### config.mk
export PLATFORM = sky130hd
export DESIGN_NAME = duck_round_ctl_flat
export DESIGN_NICKNAME = d
export VERILOG_FILES = /design/src/rtl/duck_round_ctl_if.sv /design/src/rtl/duck_round_ctl.sv /design/src/flat_wrapper.sv
export SDC_FILE = /design/constraint.sdc
export NUM_CORES = 1
export LEC_CHECK = 0
export ABC_AREA = 1
export BUFFER_PORTS_ARGS = -buffer_cell sky130_fd_sc_hd__buf_2
export CORE_ASPECT_RATIO = 1.2
export CORE_UTILIZATION = 55
export CTS_CLUSTER_DIAMETER = 100
export DETAILED_ROUTE_END_ITERATION = 10
export GPL_ROUTABILITY_DRIVEN = 0
export PLACE_DENSITY_LB_ADDON = 0.2
export SYNTH_ARGS = -nofsm -noshare
export SYNTH_HDL_FRONTEND = slang
export SYNTH_SLANG_ARGS = --single-unit
### constraint.sdc
create_clock -name clk -period 2 [get_ports clk]
set_clock_uncertainty 0.05 [all_clocks]
set_input_delay 0.4 -clock clk [delete_from_list [all_inputs] [get_ports clk]]
set_output_delay 0.4 -clock clk [all_outputs]
set_load 0.05 [all_outputs]
### src/rtl/duck_round_ctl_if.sv
// Game-side bundle for the duck round controller.
// master: game control (drives enable/kill); slave: duck_round_ctl.
interface duck_round_if;
  logic       game_enable;
  logic       target_killed;
  logic       hunt_start;
  logic       escape_pulse;
  logic [6:0] enemy_score;
  logic [6:0] round_num;
  logic       rounds_done;

  modport master (
    output game_enable,
    output target_killed,
    input  hunt_start,
    input  escape_pulse,
    input  enemy_score,
    input  round_num,
    input  rounds_done
  );

  modport slave (
    input  game_enable,
    input  target_killed,
    output hunt_start,
    output escape_pulse,
    output enemy_score,
    output round_num,
    output rounds_done
  );
endinterface

### src/rtl/duck_round_ctl.sv
// Duck round sequencer: spawn delay, flight/escape timeout, fall delay,
// escape scoring and round counting over ROUNDS flights per game.
// Ports: clk, rst (async, active-low), bus (duck_round_if.slave):
//   in  game_enable, target_killed
//   out hunt_start, escape_pulse, enemy_score[6:0], round_num[6:0],
//       rounds_done
// Option: DUCK_ROUND_SPEEDUP_EN halves flight time in the second half
// of the game.
module duck_round_ctl #(
  parameter int unsigned ROUNDS        = 20,
  parameter logic [31:0] RESPAWN_TICKS = 32'd32_500_000,
  parameter logic [31:0] ESCAPE_TICKS  = 32'd260_000_000,
  parameter logic [31:0] FALL_TICKS    = 32'd65_000_000
) (
  input logic         clk,
  input logic         rst,
  duck_round_if.slave bus
);

  localparam logic [31:0] MAX_A =
    (RESPAWN_TICKS > ESCAPE_TICKS) ? RESPAWN_TICKS : ESCAPE_TICKS;
  localparam logic [31:0] MAX_B =
    (MAX_A > FALL_TICKS) ? MAX_A : FALL_TICKS;
  localparam int TW = $clog2({1'b0, MAX_B} + 33'd1);

  typedef logic [TW-1:0] tick_t;

  localparam tick_t RESP_LD = tick_t'(RESPAWN_TICKS - 32'd1);
  localparam tick_t ESC_LD  = tick_t'(ESCAPE_TICKS - 32'd1);
  localparam tick_t FALL_LD = tick_t'(FALL_TICKS - 32'd1);

`ifdef DUCK_ROUND_SPEEDUP_EN
  localparam tick_t ESC_FAST_LD =
    tick_t'((ESCAPE_TICKS >> 1) - 32'd1);
  localparam logic [6:0] RND_HALF = 7'(ROUNDS / 2);
`endif

  localparam logic [6:0] RND_MAX   = 7'(ROUNDS);
  localparam logic [6:0] SCORE_MAX = 7'd99;

  typedef enum logic [2:0] {
    S_IDLE,
    S_SPAWN,
    S_FLY,
    S_FALL,
    S_ESC,
    S_DONE
  } state_t;

  state_t     state_q, state_d;
  tick_t      tick_q, tick_d;
  logic       hunt_q, hunt_d;
  logic       esc_q, esc_d;
  logic [6:0] score_q, score_d;
  logic [6:0] round_q, round_d;
  logic       done_q, done_d;

  logic [6:0] rnd_next;
  tick_t      fly_ld;

  // Round number after launch; pinned at ROUNDS so it never wraps.
  always_comb begin
    rnd_next = round_q;
    if (round_q < RND_MAX) begin
      rnd_next = round_q + 7'd1;
    end
  end

  always_comb begin
    fly_ld = ESC_LD;
`ifdef DUCK_ROUND_SPEEDUP_EN
    if (rnd_next > RND_HALF) begin
      fly_ld = ESC_FAST_LD;
    end
`else
    fly_ld = ESC_LD;
`endif
  end

  always_comb begin
    state_d = state_q;
    tick_d  = tick_q;
    score_d = score_q;
    round_d = round_q;
    done_d  = done_q;

    if (!bus.game_enable) begin
      state_d = S_IDLE;
    end else begin
      unique case (state_q)
        S_IDLE: begin
          state_d = S_SPAWN;
          tick_d  = RESP_LD;
          score_d = '0;
          round_d = '0;
          done_d  = 1'b0;
        end
        S_SPAWN: begin
          if (tick_q == '0) begin
            state_d = S_FLY;
            round_d = rnd_next;
            tick_d  = fly_ld;
          end else begin
            tick_d = tick_q - tick_t'(1);
          end
        end
        S_FLY: begin
          // A kill on the timeout cycle still counts as a kill.
          if (bus.target_killed) begin
            state_d = S_FALL;
            tick_d  = FALL_LD;
          end else if (tick_q == '0) begin
            state_d = S_ESC;
            if (score_q < SCORE_MAX) begin
              score_d = score_q + 7'd1;
            end
          end else begin
            tick_d = tick_q - tick_t'(1);
          end
        end
        S_FALL: begin
          if (tick_q == '0) begin
            if (round_q >= RND_MAX) begin
              state_d = S_DONE;
              done_d  = 1'b1;
            end else begin
              state_d = S_SPAWN;
              tick_d  = RESP_LD;
            end
          end else begin
            tick_d = tick_q - tick_t'(1);
          end
        end
        S_ESC: begin
          if (round_q >= RND_MAX) begin
            state_d = S_DONE;
            done_d  = 1'b1;
          end else begin
            state_d = S_SPAWN;
            tick_d  = RESP_LD;
          end
        end
        S_DONE: begin
          state_d = S_DONE;
        end
        default: begin
          state_d = S_IDLE;
        end
      endcase
    end

    // Outputs are registered copies of the next state.
    hunt_d = (state_d == S_FLY);
    esc_d  = (state_d == S_ESC);
  end

  always_ff @(posedge clk or negedge rst) begin
    if (!rst) begin
      state_q <= S_IDLE;
      tick_q  <= '0;
      hunt_q  <= 1'b0;
      esc_q   <= 1'b0;
      score_q <= '0;
      round_q <= '0;
      done_q  <= 1'b0;
    end else begin
      state_q <= state_d;
      tick_q  <= tick_d;
      hunt_q  <= hunt_d;
      esc_q   <= esc_d;
      score_q <= score_d;
      round_q <= round_d;
      done_q  <= done_d;
    end
  end

  assign bus.hunt_start   = hunt_q;
  assign bus.escape_pulse = esc_q;
  assign bus.enemy_score  = score_q;
  assign bus.round_num    = round_q;
  assign bus.rounds_done  = done_q;

endmodule

### src/flat_wrapper.sv
// flat-port wrapper written by rule: the top's interface ports become plain ports
module duck_round_ctl_flat 
#(
  parameter int unsigned ROUNDS        = 20,
  parameter logic [31:0] RESPAWN_TICKS = 32'd32_500_000,
  parameter logic [31:0] ESCAPE_TICKS  = 32'd260_000_000,
  parameter logic [31:0] FALL_TICKS    = 32'd65_000_000
)
  (clk, rst, bus_game_enable, bus_target_killed, bus_hunt_start, bus_escape_pulse, bus_enemy_score, bus_round_num, bus_rounds_done);
  duck_round_if bus_i ();
  input logic clk;
  input logic rst;
  input wire logic [$bits(bus_i.game_enable)-1:0] bus_game_enable;
  input wire logic [$bits(bus_i.target_killed)-1:0] bus_target_killed;
  output wire logic [$bits(bus_i.hunt_start)-1:0] bus_hunt_start;
  output wire logic [$bits(bus_i.escape_pulse)-1:0] bus_escape_pulse;
  output wire logic [$bits(bus_i.enemy_score)-1:0] bus_enemy_score;
  output wire logic [$bits(bus_i.round_num)-1:0] bus_round_num;
  output wire logic [$bits(bus_i.rounds_done)-1:0] bus_rounds_done;
  assign bus_i.game_enable = bus_game_enable;
  assign bus_i.target_killed = bus_target_killed;
  assign bus_hunt_start = bus_i.hunt_start;
  assign bus_escape_pulse = bus_i.escape_pulse;
  assign bus_enemy_score = bus_i.enemy_score;
  assign bus_round_num = bus_i.round_num;
  assign bus_rounds_done = bus_i.rounds_done;
  duck_round_ctl #(.ROUNDS(ROUNDS), .RESPAWN_TICKS(RESPAWN_TICKS), .ESCAPE_TICKS(ESCAPE_TICKS), .FALL_TICKS(FALL_TICKS)) u_core (.clk(clk), .rst(rst), .bus(bus_i));
endmodule
==> flow_summary_export.csv <==
group,metric,value,unit
outcome,status,"finished clean",
routing,ant_nets,0,
die,dieArea,7090,µm²
clock_tree,clkSinkCount,48,
timing,report.final.slew_viol_count,0,
worst_setup_path,max_stage_delay,400,ps
timing,slew_headroom,0.710,
pwr,vdd_drop_max,0.000312,V
placed_design,port_buffers,20,
die,initial_utilization,0.573,
synthesis,synth_cell_types,39,
synthesis,syn-cell-area,3720,µm²
synthesis,synth_ff_type,"dfrtp_1",
routing,wire_per_inst,15.3,µm
die,die_w,77.1,µm
routing,drt_first_pass_iters,8,
synthesis,synth_warnings,0,
layout,antenna_cells,0,
layout,final_cells,713,
routing,via_per_inst,5.64,
timing,finalCritPeriodShare,0.975,
die,ios,21,
worst_setup_path,r2r_slack,50,ps
layout,fillers,569,
synthesis,async_flop_share,1.00,
worst_setup_path,r2r_cells,10,
worst_setup_path,path_cells,"nor2_2 -> nand2_2 -> nor2_4 -> nand2_2 -> nor2_8 -> nand2_4 -> nand2_8 -> inv_4 -> nor2_1 -> a21oi_1",
clock_tree,cts_root_buffer,"clkbuf_8",
worst_setup_path,critical_path_class,"flop to flop",
layout,design_area,4440,µm²
placed_design,postPlaceCellArea,4150,µm²
synthesis,synth_top_cells_by_area,"dfrtp_1 32%, nand2_1 17%, nor2_1 9.0%",
clock_tree,clkTransAtPathRegs,100,ps
routing,drtIter0Drc,361,
routing,wl,10900,µm
grt,grt_max_degree,23,
pwr,combPwrFrac,0.224,
placed_design,dp_cells,698,
synthesis,synth-seq-area-share,0.323,
worst_setup_path,cp_max_fo,16,
pwr,p_switching,752,µW
layout,multiInputGateArea,2310,µm²
pwr,clkPwrFrac,0.311,
die,die_h,92.1,µm
timing,setup-violations-final,0,
grt,grt_pass1_wl,17300,µm
pwr,leakage,2.40,nW
layout,drive_above_1_share,0.236,
routing,via_count,4018,
clock_tree,cts_tree,"done",
pwr,power.density,523,nW/µm²
grt,antenna_found_initial,0,
grt,grtUsageTotal,0.314,
worst_hold_path,hold_path.class,"input port to flop",
layout,nets,636,
grt,grt_pass1_vias,3684,
worst_setup_path,critPathSlowestCell,"dfrtp_1",
timing,grt_setup_unrepaired,"true",
timing,fin_crit,1950,ps
worst_setup_path,cp_data_required_time,2140,ps
synthesis,syn-num-nets,573,
worst_setup_path,crit_path_end_kind,"flop",
synthesis,netlist.area_leader.share,0.323,
routing,drc,0,
clock_tree,cts_buffers,5,
pwr,internal_power,1.57,mW
layout,ff_latch_area,1200,µm²
worst_hold_path,hp-start,"bus_game_enable",
timing,setup_tns,0,ps
layout,final_cell_mix,"161 x nand2_1, 76 x nor2_1, 60 x inv_1",
die,row_count,32,
timing,tightest_slew,435,ps
pwr,p_sw_frac,0.324,
clock_tree,cts_max_level,2,
run,maxCapViolations,0,
grt,overflow,0,
synthesis,yosys.area.top_type,"dfrtp_1",
worst_setup_path,crit_top_cell,"nand2_2",
synthesis,synth_edf_count,0,
clock_tree,clock_latency,320,ps
worst_setup_path,r2r-end,"u_core.tick_q[11]",
worst_setup_path,start_kind,"flop",
worst_setup_path,crit_arrival,2090,ps
worst_hold_path,worstHoldPathCells,3,
placed_design,dpl.hpwl,8080,µm
synthesis,synth-seq-cells,48,
layout,areaGrowthSynthToFinish,19.5,%
timing,whs,331,ps
clock_tree,cts_max_path_buffers,2,
layout,final_common_cell,"nand2_1",
synthesis,synth.avg_cell_area,6.59,µm²
synthesis,synthCells,564,
timing,hold_violations,0,
pwr,pwr-share-seq,0.465,
timing,max_freq,513,MHz
die,fp.coreArea,6490,µm²
worst_hold_path,min_to,"u_core.state_q[2]",
worst_setup_path,r2r_start,"u_core.tick_q[16]",
==> stage by stage <==
step,utilization,power (mW),setup slack [ps]
2_1_floorplan,-,1.39,204
5_1_grt,0.685,2.43,-33.0
6_report,0.685,2.32,49.8
4_1_cts,0.658,2.29,6.78
3_5_place_dp,0.639,1.57,20.5
3_3_place_gp,0.639,1.55,71.5
==> synthesized netlist by cell type (6+ instances only) <==
| master | number |
|---|---|
| xor2_1 | 13 |
| nand3_2 | 6 |
| nand3_1 | 43 |
| nor2_1 | 89 |
| a21oi_1 | 19 |
| nand2_4 | 7 |
| nor3_1 | 8 |
| nand2_2 | 13 |
| o21ai_0 | 19 |
| o21ai_1 | 6 |
| inv_1 | 62 |
| nand4_1 | 9 |
| dfrtp_1 | 48 |
| nand2_1 | 166 |
| inv_2 | 9 |
==> worst max-delay path, delay by kind of cell, from the launching register on <==
kind            cells  cell delay [ps]
simple gates        8             1170
compound gates      1               70
buf+inv             1              120
flops               1              400
==> layer usage <==
layer | vias up | track usage | part of all wire
met3 | 69 | 0.0498 | 0.088
li1 | 1919 | - | -
met2 | 229 | 0.558 | 0.48
met1 | 1801 | 0.362 | 0.38
met5 | - | 0 | 0
met4 | 0 | 0.160 | 0.056
==> worst max-delay path by stage <==
stage                      start  cells after the start  slack, ps                       to
4_1_cts         u_core.tick_q[0]                     12          7         u_core.tick_q[9]
6_report       u_core.tick_q[16]                     10         50        u_core.tick_q[11]
3_3_place_gp    u_core.tick_q[0]                     13         70  u_core.bus.escape_pulse
3_5_place_dp    u_core.tick_q[0]                     12         20        u_core.tick_q[18]
2_1_floorplan   u_core.tick_q[0]                     12        200         u_core.tick_q[4]
5_1_grt        u_core.tick_q[16]                     11        -30         u_core.tick_q[9]
==> cell type report <==
type / instances / area share
clock inverters: 3 / 0.00957
well taps: 85 / 0.0239
multi-input cells: 437 / 0.521
inverters: 74 / 0.0642
repair buffers: 61 / 0.0952
flip-flops and latches: 48 / 0.271
clock buffers: 5 / 0.0155
==> timing repair <==
item | in CTS | in global routing
hold buffers | 1 | 0
hold endpoints to repair | 10 | 0
gates resized for setup | 0 | 34
endpoints found under the setup margin | 0 | 36
setup buffers | 0 | 6
==> state kept, by name, indices dropped and copies added, names as in the netlist <==
signal                   cells
u_core.bus.escape_pulse      1
u_core.bus.hunt_start        1
u_core.tick_q               28
u_core.state_q               3
u_core.bus.round_num         7
u_core.bus.enemy_score       7
u_core.bus.rounds_done       1
==> power by group through the flow <==
| stage | sequential [mW] | clock, mW | combinational (mW) |
|---|---|---|---|
| floorplan | 1.10 | 0 | 0.292 |
| global placement | 1.09 | 0 | 0.464 |
| detailed placement | 1.09 | 0 | 0.475 |
| CTS | 1.07 | 0.737 | 0.478 |
| global route | 1.09 | 0.769 | 0.573 |
| finish | 1.08 | 0.723 | 0.520 |
==> cells by family after synthesis <==
group                    count (synthesis)  share of synthesized area
adder cells (fa/ha/maj)                  5                     0.0168
flip-flops                              48                      0.323
AND/OR/NAND/NOR                        359                      0.453
AO/OA/AOI/OAI                           57                     0.0848
XOR/XNOR                                16                     0.0377
buffers and inverters                   79                     0.0848
No activity file was read; power rests on OpenSTA's default activity.
